==> src/rtl/io_serial_tx_pkg.sv <==
// Shared constants for the I/O-mapped serial transmitter: register offsets,
// STATUS bit positions and the transmit FSM encoding.
package io_serial_tx_pkg;

  localparam int unsigned IO_TX_DATA_OFS = 0;
  localparam int unsigned IO_TX_STAT_OFS = 1;

  localparam int unsigned IO_TX_ST_FULL    = 0;
  localparam int unsigned IO_TX_ST_EMPTY   = 1;
  localparam int unsigned IO_TX_ST_ACTIVE  = 2;
  localparam int unsigned IO_TX_ST_OVF     = 3;
  localparam int unsigned IO_TX_ST_CNT_LSB = 4;
  localparam int unsigned IO_TX_ST_CNT_MSB = 7;

  typedef enum logic [1:0] {
    TX_IDLE  = 2'd0,
    TX_START = 2'd1,
    TX_DATA  = 2'd2,
    TX_STOP  = 2'd3
  } tx_state_e;

  function automatic logic [15:0] io_tx_reg_addr(input logic [15:0] base,
                                                 input int unsigned ofs);
    return base + 16'(ofs);
  endfunction

endpackage

==> src/rtl/io_serial_tx_if.sv <==
// CPU I/O port bus as seen by a device: CPU drives address/strobes/write data,
// device returns read data.
interface io_serial_tx_if;
  logic [15:0] io_access_addr;
  logic [15:0] io_in;
  logic        io_write_en;
  logic        io_read_en;
  logic [15:0] io_out;

  modport master (
    output io_access_addr,
    output io_in,
    output io_write_en,
    output io_read_en,
    input  io_out
  );

  modport slave (
    input  io_access_addr,
    input  io_in,
    input  io_write_en,
    input  io_read_en,
    output io_out
  );
endinterface

==> src/rtl/io_serial_tx_fifo.sv <==
// Small byte FIFO with wrap-bit pointers; head word is presented combinationally
// so the consumer can load it on the same edge it pops.
module io_tx_fifo #(
  parameter int unsigned WIDTH = 8,
  parameter int unsigned DEPTH = 4
) (
  input  logic                     clk,
  input  logic                     rst,
  input  logic                     push,
  input  logic [WIDTH-1:0]         wdata,
  input  logic                     pop,
  output logic [WIDTH-1:0]         rdata,
  output logic                     full,
  output logic                     empty,
  output logic [$clog2(DEPTH):0]   count
);

  localparam int unsigned AW = $clog2(DEPTH);
  localparam int unsigned PW = AW + 1;

  logic [WIDTH-1:0] mem [DEPTH];
  logic [PW-1:0]    wr_ptr;
  logic [PW-1:0]    rd_ptr;
  logic             do_push;
  logic             do_pop;

  assign full    = (wr_ptr[AW] != rd_ptr[AW]) && (wr_ptr[AW-1:0] == rd_ptr[AW-1:0]);
  assign empty   = (wr_ptr == rd_ptr);
  assign count   = wr_ptr - rd_ptr;
  assign rdata   = mem[rd_ptr[AW-1:0]];
  assign do_push = push && !full;
  assign do_pop  = pop && !empty;

  // Pointers wrap modulo 2*DEPTH; the extra bit separates full from empty.
  always_ff @(posedge clk or posedge rst) begin
    if (rst) begin
      wr_ptr <= '0;
      rd_ptr <= '0;
    end else begin
      if (do_push) wr_ptr <= wr_ptr + PW'(1);
      if (do_pop)  rd_ptr <= rd_ptr + PW'(1);
    end
  end

  always_ff @(posedge clk) begin
    if (do_push) mem[wr_ptr[AW-1:0]] <= wdata;
  end

endmodule

==> src/rtl/io_serial_tx.sv <==
// I/O-mapped 8N1 transmitter: CPU writes bytes to DATA, reads STATUS; bytes
// are queued and shifted out LSB first on tx_serial.
module io_serial_tx
  import io_serial_tx_pkg::*;
#(
  parameter int unsigned CLKS_PER_BIT = 16,
  parameter int unsigned FIFO_DEPTH   = 4,
  parameter logic [15:0] BASE_ADDR    = 16'h8000
) (
  input  logic         clk,
  input  logic         rst,
  io_serial_tx_if.slave bus,
  output logic         tx_serial,
  output logic         tx_busy
);

  localparam int unsigned CNT_W  = $clog2(FIFO_DEPTH) + 1;
  localparam int unsigned BAUD_W = $clog2(CLKS_PER_BIT);
  localparam logic [15:0] DATA_ADDR = io_tx_reg_addr(BASE_ADDR, IO_TX_DATA_OFS);
  localparam logic [15:0] STAT_ADDR = io_tx_reg_addr(BASE_ADDR, IO_TX_STAT_OFS);
  localparam logic [BAUD_W-1:0] BAUD_LAST = BAUD_W'(CLKS_PER_BIT - 1);

  tx_state_e         state;
  logic [BAUD_W-1:0] baud_cnt;
  logic [2:0]        bit_idx;
  logic [7:0]        shift;
  logic              overflow;

  logic              wr_hit_c;
  logic              stat_rd_c;
  logic              push_c;
  logic              pop_c;
  logic              baud_end_c;
  logic              fifo_full;
  logic              fifo_empty;
  logic [CNT_W-1:0]  fifo_count;
  logic [7:0]        fifo_rdata;
  logic              unused_hi;

  assign unused_hi  = ^bus.io_in[15:8];

  assign wr_hit_c   = bus.io_write_en && (bus.io_access_addr == DATA_ADDR);
  assign stat_rd_c  = bus.io_read_en && (bus.io_access_addr == STAT_ADDR);
  assign push_c     = wr_hit_c && !fifo_full;
  assign baud_end_c = (baud_cnt == BAUD_LAST);
  // A new byte is taken either from idle or back-to-back at the end of a stop bit.
  assign pop_c      = !fifo_empty &&
                      ((state == TX_IDLE) || ((state == TX_STOP) && baud_end_c));

  io_tx_fifo #(
    .WIDTH (8),
    .DEPTH (FIFO_DEPTH)
  ) u_fifo (
    .clk   (clk),
    .rst   (rst),
    .push  (push_c),
    .wdata (bus.io_in[7:0]),
    .pop   (pop_c),
    .rdata (fifo_rdata),
    .full  (fifo_full),
    .empty (fifo_empty),
    .count (fifo_count)
  );

  // Sticky overflow; a same-cycle drop wins over the STATUS-read clear.
  always_ff @(posedge clk or posedge rst) begin
    if (rst) begin
      overflow <= 1'b0;
    end else if (wr_hit_c && fifo_full) begin
      overflow <= 1'b1;
    end else if (stat_rd_c) begin
      overflow <= 1'b0;
    end
  end

  // Frame sequencer; tx_serial is loaded with the level of the state being entered.
  always_ff @(posedge clk or posedge rst) begin
    if (rst) begin
      state     <= TX_IDLE;
      tx_serial <= 1'b1;
      baud_cnt  <= '0;
      bit_idx   <= '0;
      shift     <= '0;
    end else begin
      case (state)
        TX_IDLE: begin
          tx_serial <= 1'b1;
          baud_cnt  <= '0;
          if (pop_c) begin
            shift     <= fifo_rdata;
            state     <= TX_START;
            tx_serial <= 1'b0;
          end
        end
        TX_START: begin
          if (baud_end_c) begin
            baud_cnt  <= '0;
            bit_idx   <= '0;
            state     <= TX_DATA;
            tx_serial <= shift[0];
          end else begin
            baud_cnt <= baud_cnt + BAUD_W'(1);
          end
        end
        TX_DATA: begin
          if (baud_end_c) begin
            baud_cnt <= '0;
            shift    <= shift >> 1;
            if (bit_idx == 3'd7) begin
              state     <= TX_STOP;
              tx_serial <= 1'b1;
            end else begin
              bit_idx   <= bit_idx + 3'd1;
              tx_serial <= shift[1];
            end
          end else begin
            baud_cnt <= baud_cnt + BAUD_W'(1);
          end
        end
        TX_STOP: begin
          if (baud_end_c) begin
            baud_cnt <= '0;
            if (pop_c) begin
              shift     <= fifo_rdata;
              state     <= TX_START;
              tx_serial <= 1'b0;
            end else begin
              state     <= TX_IDLE;
              tx_serial <= 1'b1;
            end
          end else begin
            baud_cnt <= baud_cnt + BAUD_W'(1);
          end
        end
        default: begin
          state     <= TX_IDLE;
          tx_serial <= 1'b1;
        end
      endcase
    end
  end

  assign tx_busy = !fifo_empty || (state != TX_IDLE);

  // STATUS is the only readable register; everything else reads as zero.
  always_comb begin
    bus.io_out = '0;
    if (stat_rd_c) begin
      bus.io_out[IO_TX_ST_FULL]   = fifo_full;
      bus.io_out[IO_TX_ST_EMPTY]  = fifo_empty;
      bus.io_out[IO_TX_ST_ACTIVE] = (state != TX_IDLE);
      bus.io_out[IO_TX_ST_OVF]    = overflow;
      bus.io_out[IO_TX_ST_CNT_MSB:IO_TX_ST_CNT_LSB] = 4'(fifo_count);
    end
  end

endmodule

==> src/flat_wrapper.sv <==
// flat-port wrapper written by rule: the top's interface ports become plain ports
module io_serial_tx_flat import io_serial_tx_pkg::*;
#(
  parameter int unsigned CLKS_PER_BIT = 16,
  parameter int unsigned FIFO_DEPTH   = 4,
  parameter logic [15:0] BASE_ADDR    = 16'h8000
)
  (clk, rst, tx_serial, tx_busy, bus_io_access_addr, bus_io_in, bus_io_write_en, bus_io_read_en, bus_io_out);
  io_serial_tx_if bus_i ();
  input  logic clk;
  input  logic rst;
  output logic tx_serial;
  output logic tx_busy;
  input wire logic [$bits(bus_i.io_access_addr)-1:0] bus_io_access_addr;
  input wire logic [$bits(bus_i.io_in)-1:0] bus_io_in;
  input wire logic [$bits(bus_i.io_write_en)-1:0] bus_io_write_en;
  input wire logic [$bits(bus_i.io_read_en)-1:0] bus_io_read_en;
  output wire logic [$bits(bus_i.io_out)-1:0] bus_io_out;
  assign bus_i.io_access_addr = bus_io_access_addr;
  assign bus_i.io_in = bus_io_in;
  assign bus_i.io_write_en = bus_io_write_en;
  assign bus_i.io_read_en = bus_io_read_en;
  assign bus_io_out = bus_i.io_out;
  io_serial_tx #(.CLKS_PER_BIT(CLKS_PER_BIT), .FIFO_DEPTH(FIFO_DEPTH), .BASE_ADDR(BASE_ADDR)) u_core (.clk(clk), .rst(rst), .bus(bus_i), .tx_serial(tx_serial), .tx_busy(tx_busy));
endmodule
==> config.mk <==
export PLATFORM = sky130hd
export DESIGN_NAME = io_serial_tx_flat
export DESIGN_NICKNAME = d
export VERILOG_FILES = /design/src/rtl/io_serial_tx_pkg.sv /design/src/rtl/io_serial_tx_if.sv /design/src/rtl/io_serial_tx_fifo.sv /design/src/rtl/io_serial_tx.sv /design/src/flat_wrapper.sv
export SDC_FILE = /design/constraint.sdc
export NUM_CORES = 1
export LEC_CHECK = 0
export CAP_MARGIN = 0
export CORE_AREA = 2 2 79 81
export DETAILED_ROUTE_END_ITERATION = 8
export DIE_AREA = 0 0 81 83
export GPL_ROUTABILITY_DRIVEN = 0
export PLACE_DENSITY = 0.75
export SYNTH_ARGS = -nofsm -noshare
export SYNTH_HDL_FRONTEND = slang
export SYNTH_SLANG_ARGS = --single-unit
==> constraint.sdc <==
create_clock -name clk -period 3.3 [get_ports clk]
set_input_delay 0.66 -clock clk [delete_from_list [all_inputs] [get_ports clk]]
set_output_delay 0.66 -clock clk [all_outputs]
set_load 0.005 [all_outputs]
==> results of run 1 <==
[flip-flops by register name, indices dropped and copies added (netlist names)]
register,flops
u_core.bit_idx,3
u_core.overflow,1
u_core.shift,8
u_core.u_fifo.wr_ptr,3
u_core.baud_cnt,4
u_core.tx_serial,1
u_core.u_fifo.mem,32
u_core.u_fifo.rd_ptr,3
u_core.state,2
[layer usage]
layer | vias to the layer above | track usage, % | part of all wire (%)
li1 | 817 | - | -
met1 | 836 | 21.9 | 45
met2 | 29 | 25.6 | 50
met3 | 10 | 3.70 | 2.7
met4 | 0 | 7.86 | 2.2
met5 | - | 0 | 0
[report_power, final]
part | leakage, nW | switching (mW) | internal, mW
sequential | 0.596 | 0.0843 | 0.872
combinational | 0.674 | 0.439 | 0.506
clock | 0.114 | 0.292 | 0.501
total | 1.38 | 0.816 | 1.88
[kinds of logic after synthesis]
| group | count (synthesis) | share of synthesized area [%] |
|---|---|---|
| adder cells (fa/ha/maj) | 16 | 7.34 |
| XOR/XNOR | 8 | 2.48 |
| multiplexers | 25 | 14.5 |
| flip-flops | 57 | 56.1 |
| AO/OA/AOI/OAI | 21 | 5.13 |
| other | 1 | 0.132 |
| AND/OR/NAND/NOR | 45 | 8.58 |
| buffers and inverters | 31 | 5.70 |
[timing repair]
item,CTS,global route
endpoints found under the setup margin,1,6
hold endpoints to repair,0,0
gates resized for setup,1,3
[path summary, 6_finish.rpt]
kind / from / to / slack (ns) / cells after the start
min reg2reg: u_core.tx_serial$_DFFE_PP1P_ / u_core.tx_serial$_DFFE_PP1P_ / 0.48 / 2
max: bus_io_access_addr[2] / bus_io_out[0] / 0.11 / 6
min: u_core.tx_serial$_DFFE_PP1P_ / u_core.tx_serial$_DFFE_PP1P_ / 0.48 / 2
max reg2reg: u_core.state[0]$_DFFE_PP0P_ / u_core.shift[4]$_DFFE_PP0P_ / 0.88 / 6
max in group asynchronous: rst / u_core.u_fifo.wr_ptr[1]$_DFFE_PP0N_ / 1.84 / 2
min in group asynchronous: rst / u_core.baud_cnt[0]$_DFF_PP0_ / 0.86 / 2
[synthesized netlist by cell type (all sizes together), types with 2 or more instances]
cell and number:
a21oi 4, and2 3, buf 10, clkbuf 4, dfrtp 24, edfxtp 32, ha 15, inv 16
mux2 16, mux4 8, nand2 4, nand3 3, nand4 4, nor2 13, nor3 6, nor4 2
nor4b 2, o21ai 7, o31ai 2, or2 2, xnor2 5, xor2 3
[through the flow]
stage          worst slack, ns  total power, mW  TNS [ns]  cells  util [%]
6_report                 0.106             2.69         0    330      60.5
5_1_grt                 0.0482             2.87         0    330      60.5
4_1_cts                 0.0190             2.72         0    330      60.2
3_5_place_dp           -0.0284             1.92   -0.0284    314      56.0
3_3_place_gp            0.0134             1.89         0    314      56.0
2_1_floorplan            0.900             1.71         0    212         -
[final cells by class]
class	count	area [sq um]
Inverter	17	63.8
Tap cell	75	93.8
Clock buffer	9	124
Sequential cell	57	1590
Multi-Input combinational cell	124	1130
Timing Repair Buffer	41	398
Clock inverter	7	118
Fill cell	490	2300
[critical path, delay by kind of cell]
kind / cells / cell delay (ns)
and+or+nand+nor: 4 / 0.90
buffers and inverters: 2 / 0.97
==> flow_metrics.tcl, run 1 <==
set metrics [dict create \
    start_util_pct 48.7 \
    critPathMostFrequentCell "clkdlybuf4s50_1" \
    cp.required_ns 2.64 \
    synth-async-reset-ratio_pct 43.9 \
    die-area_sq_um 6720 \
    cp.arrival_ns 2.53 \
    antenna_found_initial 0 \
    die_y_microns 83 \
    nets 302 \
    endpoint_kind "output port" \
    first_global_vias 1772 \
    whs_ns 0.478 \
    slowest_stage "clkdlybuf4s50_1" \
    clock.fmax_ghz 0.313 \
    clk_latency_ns 0.34 \
    final_common_cell "clkdlybuf4s50_1" \
    hold_viol 0 \
    clkSinkCount 57 \
    route.vias.total 1692 \
    ys_types 47 \
    maxCapViolations 0 \
    syn_inst 204 \
    die_x_microns 81 \
    io_buffers 36 \
    cts.clk_slew.worst_paths_ns 0.07 \
    cts_buffer_depth 2 \
    track_usage_pct 16.5 \
    place_hpwl_microns 3390 \
    status "finished clean" \
    cts.htree.levels 3 \
    synthToLayoutAreaGrowth_pct 24.3 \
    seq_area_frac_synth_pct 56.1 \
    hp-class "flop to flop" \
    ios 54 \
    start_kind "primary input" \
    place_area_sq_um 3250 \
    synthTopCellsByArea "edfxtp_1 34%, dfrtp_1 21%, ha_1 6.6%, mux2_4 3.7%, mux4_1 3.7%" \
    grt_max_degree 26 \
    routed_wl_microns 4850 \
    grt_first_pass_wirelength_microns 8370 \
    vdd_drop_max_mv 0.400 \
    tightest_slew_ns 0.987 \
    numCtsBuffers 9 \
    cts_tree "yes" \
    yosys.area.top_type "edfxtp_1" \
    ant_nets 0 \
    final_area_sq_um 3520 \
    cpPeakStageDelay_ns 0.54 \
    synth_enable_flop_cells 32 \
    vias_per_cell 5.13 \
    drt_iter0_drc 85 \
    fin_skew_ns 0.00906 \
    setup.worst_path.class "primary input to output port" \
    worst-path-max-fanout 8 \
    drive_above_1_share_pct 18.8 \
    ctsRootBufferMaster "clkbuf_8" \
    period_share_pct 96.8 \
    drv_slew 0 \
    p_leak_nw 1.38 \
    yosys.area.top_type_share_pct 34.0 \
    post-route-min-period_ns 3.19 \
    ys.flop_type "edfxtp_1" \
    drc 0 \
    setup_viol 0 \
    hold_buffers 0 \
    syn_area_per_cell_sq_um 13.9 \
    yosysWarningCount 0 \
    crit_chain "clkdlybuf4s50_1, nor4_2, nand3_1, or2_4, nor3_1, clkdlybuf4s50_1" \
    layout_common_cells "36 x clkdlybuf4s50_1, 32 x edfxtp_1, 24 x dfrtp_1" \
    overflow 0 \
    cts_setup_buffers 0 \
    synthesis.area_sq_um 2830 \
    antenna_cells 0 \
    rows 28 \
    wl_per_cell_microns 14.7 \
    dr.pass1.iters 4 \
    power_density_nw_per_um2 766 \
    rsz0062_at_grt "false" \
    synth_seq_cells 57 \
    relSlewSlack_pct 34.1 \
    core_area_sq_um 5820 \
]
Power figures use the tool's default switching activity.
==> run 2, diff against run 1 <==
--- a/config.mk
+++ b/config.mk
@@ -6,9 +6,9 @@
 export NUM_CORES = 1
 export LEC_CHECK = 0
 export CAP_MARGIN = 0
-export CORE_AREA = 2 2 79 81
+export CORE_AREA = 10 10 87 89
 export DETAILED_ROUTE_END_ITERATION = 8
-export DIE_AREA = 0 0 81 83
+export DIE_AREA = 0 0 97 99
 export GPL_ROUTABILITY_DRIVEN = 0
 export PLACE_DENSITY = 0.75
 export SYNTH_ARGS = -nofsm -noshare
==> flow_metrics.tcl, run 2 (synthesis results as in run 1) <==
set metrics [dict create \
    crit_chain "clkdlybuf4s50_1, nor4b_2, nand3_1, or2_4, nor3_1, clkdlybuf4s50_1" \
    rsz0062_at_grt "false" \
    dr.pass1.iters 4 \
    vias_per_cell 5.10 \
    grt_max_degree 26 \
    total_power_mw 2.72 \
    wl_per_cell_microns 15.7 \
    clock.fmax_ghz 0.316 \
    overflow 0 \
    layout_common_cells "36 x clkdlybuf4s50_1, 32 x edfxtp_1, 24 x dfrtp_1" \
    timing.final.ws_setup_ns 0.139 \
    die_y_microns 99 \
    track_usage_pct 11.3 \
    clk_latency_ns 0.34 \
    numCtsBuffers 9 \
    cp.required_ns 2.64 \
    period_share_pct 95.8 \
    vdd_drop_max_mv 0.511 \
    ctsRootBufferMaster "clkbuf_8" \
    maxCapViolations 0 \
    cts_buffer_depth 2 \
    cp.arrival_ns 2.50 \
    drive_above_1_share_pct 18.8 \
    ios 54 \
    setup.worst_path.class "primary input to output port" \
    drt_iter0_drc 63 \
    place_hpwl_microns 3670 \
    start_util_pct 48.4 \
    start_kind "primary input" \
    die_x_microns 97 \
    n_fill_cell 455 \
    cpPeakStageDelay_ns 0.55 \
    relSlewSlack_pct 35.8 \
    first_global_vias 1765 \
    tightest_slew_ns 0.962 \
    status "finished clean" \
    stdcell_count 330 \
    hp-class "flop to flop" \
    hold_viol 0 \
    core_area_sq_um 5850 \
    rows 28 \
    hold_buffers 0 \
    fin_skew_ns 0.00729 \
    power_density_nw_per_um2 774 \
    io_buffers 36 \
    clkSinkCount 57 \
    cts.htree.levels 3 \
    setup_viol 0 \
    cts_resized 1 \
    critPathMostFrequentCell "clkdlybuf4s50_1" \
    nets 302 \
    drc 0 \
    p_leak_nw 1.40 \
    routed_wl_microns 5170 \
    route.vias.total 1682 \
    slowest_stage "clkdlybuf4s50_1" \
    grt_first_pass_wirelength_microns 8800 \
    place_ws_ns -0.0137 \
    antenna_cells 0 \
    cts.clk_slew.worst_paths_ns 0.07 \
    endpoint_kind "output port" \
    cts_tree "yes" \
    worst-path-max-fanout 8 \
    final_common_cell "clkdlybuf4s50_1" \
    antenna_found_initial 0 \
    ant_nets 0 \
    largest_reg_flops 32 \
    post-route-min-period_ns 3.16 \
    drv_slew 0 \
    cts_setup_buffers 0 \
    place_inst 314 \
    rrSetupSlack_ns 0.89 \
    die-area_sq_um 9600 \
    final_util_pct 60.2 \
    synthToLayoutAreaGrowth_pct 24.4 \
]
## run 2: layout make-up
type / count / area [sq um] / share of cell area, %
well taps: 75 / 93.8 / 2.67
repair buffers: 41 / 398 / 11.3
clock buffers: 9 / 124 / 3.52
clock inverters: 7 / 128 / 3.62
multi-input cells: 124 / 1130 / 32.0
flip-flops and latches: 57 / 1590 / 45.1
inverters: 17 / 63.8 / 1.81
## run 2: path summary, 6_finish.rpt
kind,endpoint,cells past startpoint,startpoint
setup / recovery,bus_io_out[0],6,bus_io_access_addr[11]
hold / removal,u_core.tx_serial$_DFFE_PP1P_,2,u_core.tx_serial$_DFFE_PP1P_
setup reg to reg,u_core.shift[4]$_DFFE_PP0P_,6,u_core.state[0]$_DFFE_PP0P_
hold reg to reg,u_core.tx_serial$_DFFE_PP1P_,2,u_core.tx_serial$_DFFE_PP1P_
max in group asynchronous,u_core.u_fifo.wr_ptr[1]$_DFFE_PP0N_,2,rst
min in group asynchronous,u_core.shift[4]$_DFFE_PP0P_,2,rst
## run 2: power breakdown
part / internal, mW / total, mW / leakage [nW] / switching, mW
combinational: 0.505 / 0.950 / 0.674 / 0.445
sequential: 0.871 / 0.951 / 0.596 / 0.0795
clock: 0.510 / 0.823 / 0.126 / 0.313
## run 2: stage by stage
stage / area [sq um] / hold slack (ns) / TNS, ns
2_1_floorplan: 2860 / 0.460 / 0
3_3_place_gp: 3250 / 0.470 / -0.0147
3_5_place_dp: 3250 / 0.479 / -0.0137
4_1_cts: 3510 / 0.489 / 0
5_1_grt: 3520 / 0.522 / 0
6_report: 3520 / 0.480 / 0
## run 2: layer usage
| layer | up-vias | part of all wire (%) | global-route usage [%] |
|---|---|---|---|
| met5 | - | 0 | 0 |
| met4 | 0 | 0.75 | 3.75 |
| met3 | 5 | 5.0 | 5.24 |
| met2 | 34 | 49 | 17.8 |
| met1 | 825 | 45 | 13.3 |
| li1 | 818 | - | - |
## run 2: worst max-delay path: cells and delay by family
family / cells / cell delay, ns
AND/OR/NAND/NOR: 4 / 0.88
buffers and inverters: 2 / 0.97
